**config.mk**
```make
export PLATFORM = sky130hd
export DESIGN_NAME = y86_regfile_wb
export DESIGN_NICKNAME = d
export VERILOG_FILES = /design/src/rtl/y86_pkg.sv /design/src/rtl/y86_regfile_rdport.sv /design/src/rtl/y86_regfile_wb.sv
export SDC_FILE = /design/constraint.sdc
export NUM_CORES = 2
export LEC_CHECK = 0
export CAP_MARGIN = 40
export CORE_ASPECT_RATIO = 1.4
export CORE_MARGIN = 3
export CORE_UTILIZATION = 55
export CTS_CLUSTER_SIZE = 25
export DETAILED_ROUTE_END_ITERATION = 8
export PLACE_DENSITY = 0.79
export SYNTH_ARGS = -nofsm -noshare
export SYNTH_HDL_FRONTEND = slang
export SYNTH_SLANG_ARGS = --single-unit
```
**constraint.sdc**
```tcl
create_clock -name clk -period 2.2 [get_ports clk]
set_clock_uncertainty 0.1 [all_clocks]
set_input_delay 0.22 -clock clk [delete_from_list [all_inputs] [get_ports clk]]
set_output_delay 0.22 -clock clk [all_outputs]
set_load 0.02 [all_outputs]
```
**src/rtl/y86_pkg.sv**
```systemverilog
// Shared Y86-64 definitions: register indices, instruction codes and width defaults
// used by the register file and the decode-stage control that drives its indices.
package y86_pkg;

    localparam int DEF_DATA_W = 64;
    localparam int DEF_ADDR_W = 4;
    localparam int DEF_NREG   = 15;

    localparam logic [3:0] RRAX  = 4'h0;
    localparam logic [3:0] RRCX  = 4'h1;
    localparam logic [3:0] RRDX  = 4'h2;
    localparam logic [3:0] RRBX  = 4'h3;
    localparam logic [3:0] RRSP  = 4'h4;
    localparam logic [3:0] RRBP  = 4'h5;
    localparam logic [3:0] RRSI  = 4'h6;
    localparam logic [3:0] RRDI  = 4'h7;
    localparam logic [3:0] RR8   = 4'h8;
    localparam logic [3:0] RR9   = 4'h9;
    localparam logic [3:0] RR10  = 4'hA;
    localparam logic [3:0] RR11  = 4'hB;
    localparam logic [3:0] RR12  = 4'hC;
    localparam logic [3:0] RR13  = 4'hD;
    localparam logic [3:0] RR14  = 4'hE;
    localparam logic [3:0] RNONE = 4'hF;

    typedef enum logic [3:0] {
        IHALT   = 4'h0,
        INOP    = 4'h1,
        IRRMOVQ = 4'h2,
        IIRMOVQ = 4'h3,
        IRMMOVQ = 4'h4,
        IMRMOVQ = 4'h5,
        IOPQ    = 4'h6,
        IJXX    = 4'h7,
        ICALL   = 4'h8,
        IRET    = 4'h9,
        IPUSHQ  = 4'hA,
        IPOPQ   = 4'hB
    } icode_e;

endpackage

```
**src/rtl/y86_regfile_rdport.sv**
```systemverilog
// One combinational read port: index legality, write-to-read bypass, storage select.
module y86_regfile_rdport #(
    parameter int DATA_W = 64,
    parameter int NREG   = 15,
    parameter int ADDR_W = 4,
    parameter bit BYPASS = 1'b1
) (
    input  logic [ADDR_W-1:0] src_i,
    input  logic              wr_en_i,
    input  logic [ADDR_W-1:0] dstE_i,
    input  logic [DATA_W-1:0] valE_i,
    input  logic [ADDR_W-1:0] dstM_i,
    input  logic [DATA_W-1:0] valM_i,
    input  logic [DATA_W-1:0] regs_i [NREG],
    output logic [DATA_W-1:0] val_o
);
    import y86_pkg::*;

    localparam logic [ADDR_W-1:0] NREG_IDX = ADDR_W'(NREG);

    logic byp_en;
    assign byp_en = BYPASS & wr_en_i;

    // M is checked before E so a same-index conflict forwards the value that lands.
    always_comb begin
        val_o = '0;
        if (src_i >= NREG_IDX) begin
            val_o = '0;
        end else if (byp_en && (src_i == dstM_i)) begin
            val_o = valM_i;
        end else if (byp_en && (src_i == dstE_i)) begin
            val_o = valE_i;
        end else begin
            val_o = regs_i[src_i];
        end
    end

endmodule

```
**src/rtl/y86_regfile_wb.sv**
```systemverilog
// Y86 register file: two combinational read ports, E/M writeback ports with
// optional bypass, write stall and a sticky illegal-index flag.
module y86_regfile_wb #(
    parameter int DATA_W = y86_pkg::DEF_DATA_W,
    parameter int NREG   = y86_pkg::DEF_NREG,
    parameter int ADDR_W = y86_pkg::DEF_ADDR_W,
    parameter logic [ADDR_W-1:0] RNONE = ADDR_W'(y86_pkg::RNONE),
    parameter bit BYPASS = 1'b1
) (
    input  logic              clk,
    input  logic              rst_n,
    input  logic [ADDR_W-1:0] srcA,
    input  logic [ADDR_W-1:0] srcB,
    output logic [DATA_W-1:0] valA,
    output logic [DATA_W-1:0] valB,
    input  logic              wb_en,
    input  logic [ADDR_W-1:0] dstE,
    input  logic [DATA_W-1:0] valE,
    input  logic [ADDR_W-1:0] dstM,
    input  logic [DATA_W-1:0] valM,
    output logic              addr_err
);
    import y86_pkg::*;

    localparam logic [ADDR_W-1:0] NREG_IDX = ADDR_W'(NREG);

    logic [DATA_W-1:0] regs_q [NREG];
    logic [DATA_W-1:0] regs_d [NREG];
    logic              addr_err_q;
    logic              addr_err_d;

    function automatic logic is_illegal(input logic [ADDR_W-1:0] idx);
        return (idx >= NREG_IDX) && (idx != RNONE);
    endfunction

    // E is applied first and M second, so M wins when both target one register.
    always_comb begin
        for (int i = 0; i < NREG; i++) begin
            regs_d[i] = regs_q[i];
            if (wb_en && (dstE == ADDR_W'(i))) begin
                regs_d[i] = valE;
            end
            if (wb_en && (dstM == ADDR_W'(i))) begin
                regs_d[i] = valM;
            end
        end
    end

    always_comb begin
        addr_err_d = addr_err_q | is_illegal(srcA) | is_illegal(srcB)
                   | (wb_en & (is_illegal(dstE) | is_illegal(dstM)));
    end

    always_ff @(posedge clk or negedge rst_n) begin
        if (!rst_n) begin
            for (int i = 0; i < NREG; i++) begin
                regs_q[i] <= '0;
            end
            addr_err_q <= 1'b0;
        end else begin
            regs_q     <= regs_d;
            addr_err_q <= addr_err_d;
        end
    end

    assign addr_err = addr_err_q;

    // Nothing is written while reset is held, so there is nothing to forward either.
    logic              wr_live;
    logic [ADDR_W-1:0] rd_src [2];
    logic [DATA_W-1:0] rd_val [2];

    assign wr_live   = wb_en & rst_n;
    assign rd_src[0] = srcA;
    assign rd_src[1] = srcB;
    assign valA      = rd_val[0];
    assign valB      = rd_val[1];

    generate
        for (genvar gi = 0; gi < 2; gi++) begin : g_rd
            y86_regfile_rdport #(
                .DATA_W (DATA_W),
                .NREG   (NREG),
                .ADDR_W (ADDR_W),
                .BYPASS (BYPASS)
            ) u_rdport (
                .src_i   (rd_src[gi]),
                .wr_en_i (wr_live),
                .dstE_i  (dstE),
                .valE_i  (valE),
                .dstM_i  (dstM),
                .valM_i  (valM),
                .regs_i  (regs_q),
                .val_o   (rd_val[gi])
            );
        end
    endgenerate

endmodule
```
After elaboration in Yosys (flattened, before gate mapping)
Index checks and enable logic that the tools add are counted.

Magnitude comparators: 6. Equality and inequality tests: 36. Mux-type cells: 42. Bitwise gates (word level): 8. Reductions and logical operators: 55.

Operators with widths (number): two-way mux 64 bit (40); binary-select mux 64 bit (select 4 bit) (2); equality test 4 bit, second input constant (14); logical AND 1 bit (38); equality test 4 x 3 -> 1 bit, second input constant (8); nonzero test 2 bit (15); equality test 4 x 2 -> 1 bit, second input constant (4); equality test 4 bit (4); >= comparator 4 bit, second input constant (4); inequality test 4 bit, second input constant (4); >= comparator 5 bit, second input constant (2); NOT 4 -> 5 bit (2); equality test 4 x 1 -> 1 bit, second input constant (2); logical NOT 4 bit (2); OR 1 bit (4); bitwise AND 1 bit (2).

Flip-flop bits (word level): 961. Input bits: 147. Word-level logic and storage cells: 163.

Depth between registers and ports, before layout
Word-level depth: 7. Gate-level depth with buffers: 9. Mapped depth without buffers: 5.

Hierarchy
From an unflattened synthesis, not the netlist that was laid out.

Cells, all modules: 7807. Area, all modules: 66531.3 um2.

By module, submodules not included: y86_regfile_wb (times used 1, cells each 5805, area each 48336.4 um2); y86_regfile_rdport (times used 2, cells each 1001, area each 9097.5 um2).

Worst setup path before layout
No wires, ideal clock.

Path kind: input to output. Start: input port srcA[0]. End: output port valA[43]. Arrival time: 1.928 ns. Data required time: 1.880 ns. Slack: -0.048 ns. Stages: 8. Path buffers: 5. Cell sequence: buf_4 buf_4 buf_4 buf_6 buf_2 o211ai_1 o211ai_1 a311oi_1.

Word-level cells in the longest chain between the ends: 7. Elaborated cells on any way between the ends: 12. Classes of those cells: order compare: 1; eq/ne: 2; mux: 6; bitwise: 1; reduce/logical: 2.

RTL lines: start: declaration (RTL line y86_regfile_wb.sv:12) `input logic [ADDR_W-1:0] srcA,`; NOT 4 -> 5 bit (implied by the code) (RTL line y86_regfile_rdport.sv:34) `val_o = regs_i[src_i];`; binary-select mux 64 bit (select 4 bit) (RTL line y86_regfile_rdport.sv:34); two-way mux 64 bit (implied by the code) (2 in series) (RTL line y86_regfile_rdport.sv:34); two-way mux 64 bit (RTL line y86_regfile_rdport.sv:31) `end else if (byp_en && (src_i == dstE_i)) begin`; two-way mux 64 bit (RTL line y86_regfile_rdport.sv:29) `end else if (byp_en && (src_i == dstM_i)) begin`; two-way mux 64 bit * (RTL line y86_regfile_rdport.sv:27) `if (src_i >= NREG_IDX) begin`; end: declaration (RTL line y86_regfile_wb.sv:14) `output logic [DATA_W-1:0] valA,`.

Mark *: on every way between the ends. The rest lies on a longest branch, timed or not. The select of a mux whose other input is x is not followed.

Worst setup path after layout
Start: register regs_q[203] (netlist name). End: output port valA[11].

Word-level cells in the longest chain between the ends: 6.

RTL lines: start: declaration (RTL line y86_regfile_wb.sv:27) `logic [DATA_W-1:0] regs_q [NREG];`; start signal: assignment (RTL line y86_regfile_wb.sv:61) `regs_q <= regs_d;`; binary-select mux 64 bit (select 4 bit) (RTL line y86_regfile_rdport.sv:34); two-way mux 64 bit (implied by the code) (2 in series) (RTL line y86_regfile_rdport.sv:34); two-way mux 64 bit (RTL line y86_regfile_rdport.sv:31); two-way mux 64 bit (RTL line y86_regfile_rdport.sv:29); two-way mux 64 bit (RTL line y86_regfile_rdport.sv:27).

Every way passes these cells. The select of a mux whose other input is x is not followed.

==> flow_summary_export.csv <==
group,metric,value,unit
finish,final_layout_size_suffix_gt1_share,27.5,%
clocking,clkTransAtPathRegs,70,ps
floorplan,dieWidth,293,µm
timing,hold_violations,0,
clocking,clock-sinks,960,
timing,finalCriticalPeriod,2870,ps
grt,antenna_found_initial,13,
placement,gp_congestion,0.978,
run,maxCapViolations,0,
worst_setup_path,rr_worst_depth,2,
worst_setup_path,endpoint_kind,"primary output",
outcome,violations,"setup timing",
grt,grt_pass1_wl,383000,µm
worst_setup_path,r2r_end,"regs_q[728]$_DFFE_PN0P_",
logic_synthesis,syn_nets,6529,
power,p_clk_share,26.8,%
clocking,clockBufferDepth,3,
clocking,clk_latency,730,ps
timing,tns,-53700,ps
clocking,cts-root-buf,"clkbuf_16",
worst_setup_path,cp-start-kind,"flip-flop",
grt,grt_pass1_vias,62200,
routing,drcViolationCount,0,
logic_synthesis,ys_seq_elements,960,
timing,rsz0062_at_grt,"yes",
clocking,htree_levels,3,
power,p_int,43.1,mW
worst_setup_path,crit_arrival,2550,ps
timing,worst_slew_pin_slew,1070,ps
grt,grt_max_degree,174,
power,netSwitchingPower,22.1,mW
finish,top_register,"regs_q",
floorplan,die_h,408,µm
timing,drv_slew,0,
routing,vias,61500,
worst_setup_path,cp_max_fo,3,
outcome,status,"finished, violations left",
timing,fin_crit_sh,131,%
power,power_leakage,34.0,nW
worst_hold_path,min_path_type,"in2async",
routing,wl,266000,µm
logic_synthesis,avgSynthCellArea,9.95,µm²
timing,worst_slack,-674,ps
placement,portBuffers,274,
routing,vias_per_cell,7.31,
logic_synthesis,synth.distinct_cells,48,
routing,drt_pass1_iterations,9,
logic_synthesis,yosysTopAreaCell,"dfrtp_1",
finish,layout_commonest_cell,"mux2i_1",
floorplan,io_pins,276,
clocking,cts_tree,"built",
worst_setup_path,cp.required,1880,ps
finish,syn_to_final_growth,25.4,%
floorplan,rows,146,
logic_synthesis,ys_seq_area_share,37.8,%
finish,top_regs,"regs_q: 960 flops",
power,vdd_ir_drop_max,691,µV
floorplan,start_util,55.8,%
timing,slew_headroom,28.5,%
logic_synthesis,synth_warnings,0,
routing,final_antenna_net_count,0,
finish,mostFrequentLayoutCells,"1,236 x mux2i_1, 960 x dfrtp_1, 710 x buf_4, 582 x nor2_1, 576 x a21oi_1",
grt,grt_usage,42.3,%
power,finalPower,65.2,mW
worst_setup_path,critPathKind,"reg2out",
worst_setup_path,max_stage_delay,540,ps
power,power.density,818,nW/µm²
worst_setup_path,worstPathCellList,"mux4_2 -> o211ai_1 -> a311oi_2 -> buf_4",
grt,grt.overflow.total,0,
power,switching_share,33.9,%
logic_synthesis,synthFlopType,"dfrtp_1",
clocking,cts-buffers-inserted,93,
routing,wl_per_cell,31.6,µm
floorplan,die-area,120000,µm²
worst_setup_path,crit_path_top_delay_cell,"o211ai_1",
logic_synthesis,postSynth.asyncResetShare,100,%
floorplan,core,114000,µm²
power,p_seq_share,40.0,%
finish,fin_nets,6997,
power,combPwrFrac,33.2,%
logic_synthesis,synth_edf_count,0,
placement,hpwlAfterDp,166000,µm
logic_synthesis,netlist.area_leader.share,37.8,%
routing,drtIter0Drc,9436,
finish,largest_reg_flops,960,
logic_synthesis,syn_inst,6382,
logic_synthesis,synthTopCellsByArea,"dfrtp_1 38%, mux2i_1 20%, mux4_2 11%",
timing,fmax,0.348,GHz
worst_setup_path,reg2reg_setup_slack,620,ps
timing,finalSetupViolCount,128,
logic_synthesis,synth_area,63500,µm²
worst_setup_path,reg2reg_from,"regs_q[728]$_DFFE_PN0P_",
-- worst max-delay path by stage --
stage	from	end	slack, ps	cells after the start
after floorplan	srcA[0]	valA[47]	-50	8
after global placement	dstE[2]	valB[17]	-880	9
after detailed placement	dstE[2]	valB[35]	-900	9
after CTS	regs_q[217]$_DFFE_PN0P_	valA[25]	-570	4
after global routing	regs_q[413]$_DFFE_PN0P_	valA[29]	-660	4
final	regs_q[203]$_DFFE_PN0P_	valA[11]	-670	4
-- worst max-delay path, delay by kind of cell, from the launching register on --
| kind | cells | cell delay, ps |
|---|---|---|
| flops | 1 | 400 |
| compound gates | 2 | 740 |
| mux | 1 | 470 |
| buf+inv | 1 | 200 |
-- area by class of cell --
| type | count | area [µm²] |
|---|---|---|
| antenna | 9 | 22.5 |
| clock buffer | 131 | 2690 |
| clock inverter | 36 | 533 |
| fill | 7421 | 34200 |
| inverter | 1 | 3.75 |
| multi-input combinational | 4562 | 37100 |
| sequential | 960 | 24000 |
| tap | 1480 | 1850 |
| timing repair buffer | 1232 | 13400 |
-- synth_stat cells, types with 62 or more instances --
master,number
mux2i_1,1278
o21ai_1,73
nand2_1,521
a311oi_1,127
clkbuf_1,428
nor3_1,129
dfrtp_1,960
a221oi_1,62
o211ai_1,252
a21oi_1,576
or2_2,67
buf_2,157
buf_4,118
mux4_2,307
o21ai_0,503
nor2_1,583
-- routing by layer --
metal / share of wire [%] / vias to the layer above / GRT usage, %
met5: 0.027 / - / 0.0407
met4: 9.5 / 12 / 31.8
li1: - / 24200 / -
met3: 16 / 1938 / 15.6
met1: 32 / 29700 / 49.7
met2: 43 / 5719 / 63.2
-- cell families (layout without fill, tap and decap cells) --
family	count (synthesis)	in the layout	synth area share, %
mux	1600	1600	31.7
buf+inv	860	1400	6.73
simple gates	1349	1349	8.81
xor+xnor	16	16	0.233
other cells	1	10	0.00591
compound gates	1596	1596	14.7
flops	960	960	37.8
-- repair_timing --
action	4_1_cts	5_1_grt
hold endpoints to repair	239	0
setup buffers	70	42
gates resized for setup	833	143
hold buffers	1	0
endpoints found under the setup margin	128	128
gates cloned	2	3
pin swaps	152	140
-- power by group through the flow --
stage	clock, mW	combinational (mW)	sequential [mW]
after global placement	0	18.4	25.5
after detailed placement	0	19.1	25.9
after floorplan	0	12.4	24.8
after CTS	17.3	20.0	25.7
after global routing	18.0	22.7	26.5
final	17.5	21.6	26.1
-- stage by stage --
step	instance area [µm²]	std cells	utilization (%)	setup slack (ps)	hold slack [ps]
after floorplan	64000	6382	-	-48.1	-176
after global placement	74400	8132	65.3	-875	447
after detailed placement	74400	8134	65.4	-901	268
after CTS	78600	8364	69.1	-565	85.2
after global routing	79600	8405	70.0	-656	99.9
final	79600	8411	70.0	-674	77.3
No activity file was read; power rests on OpenSTA's default activity.
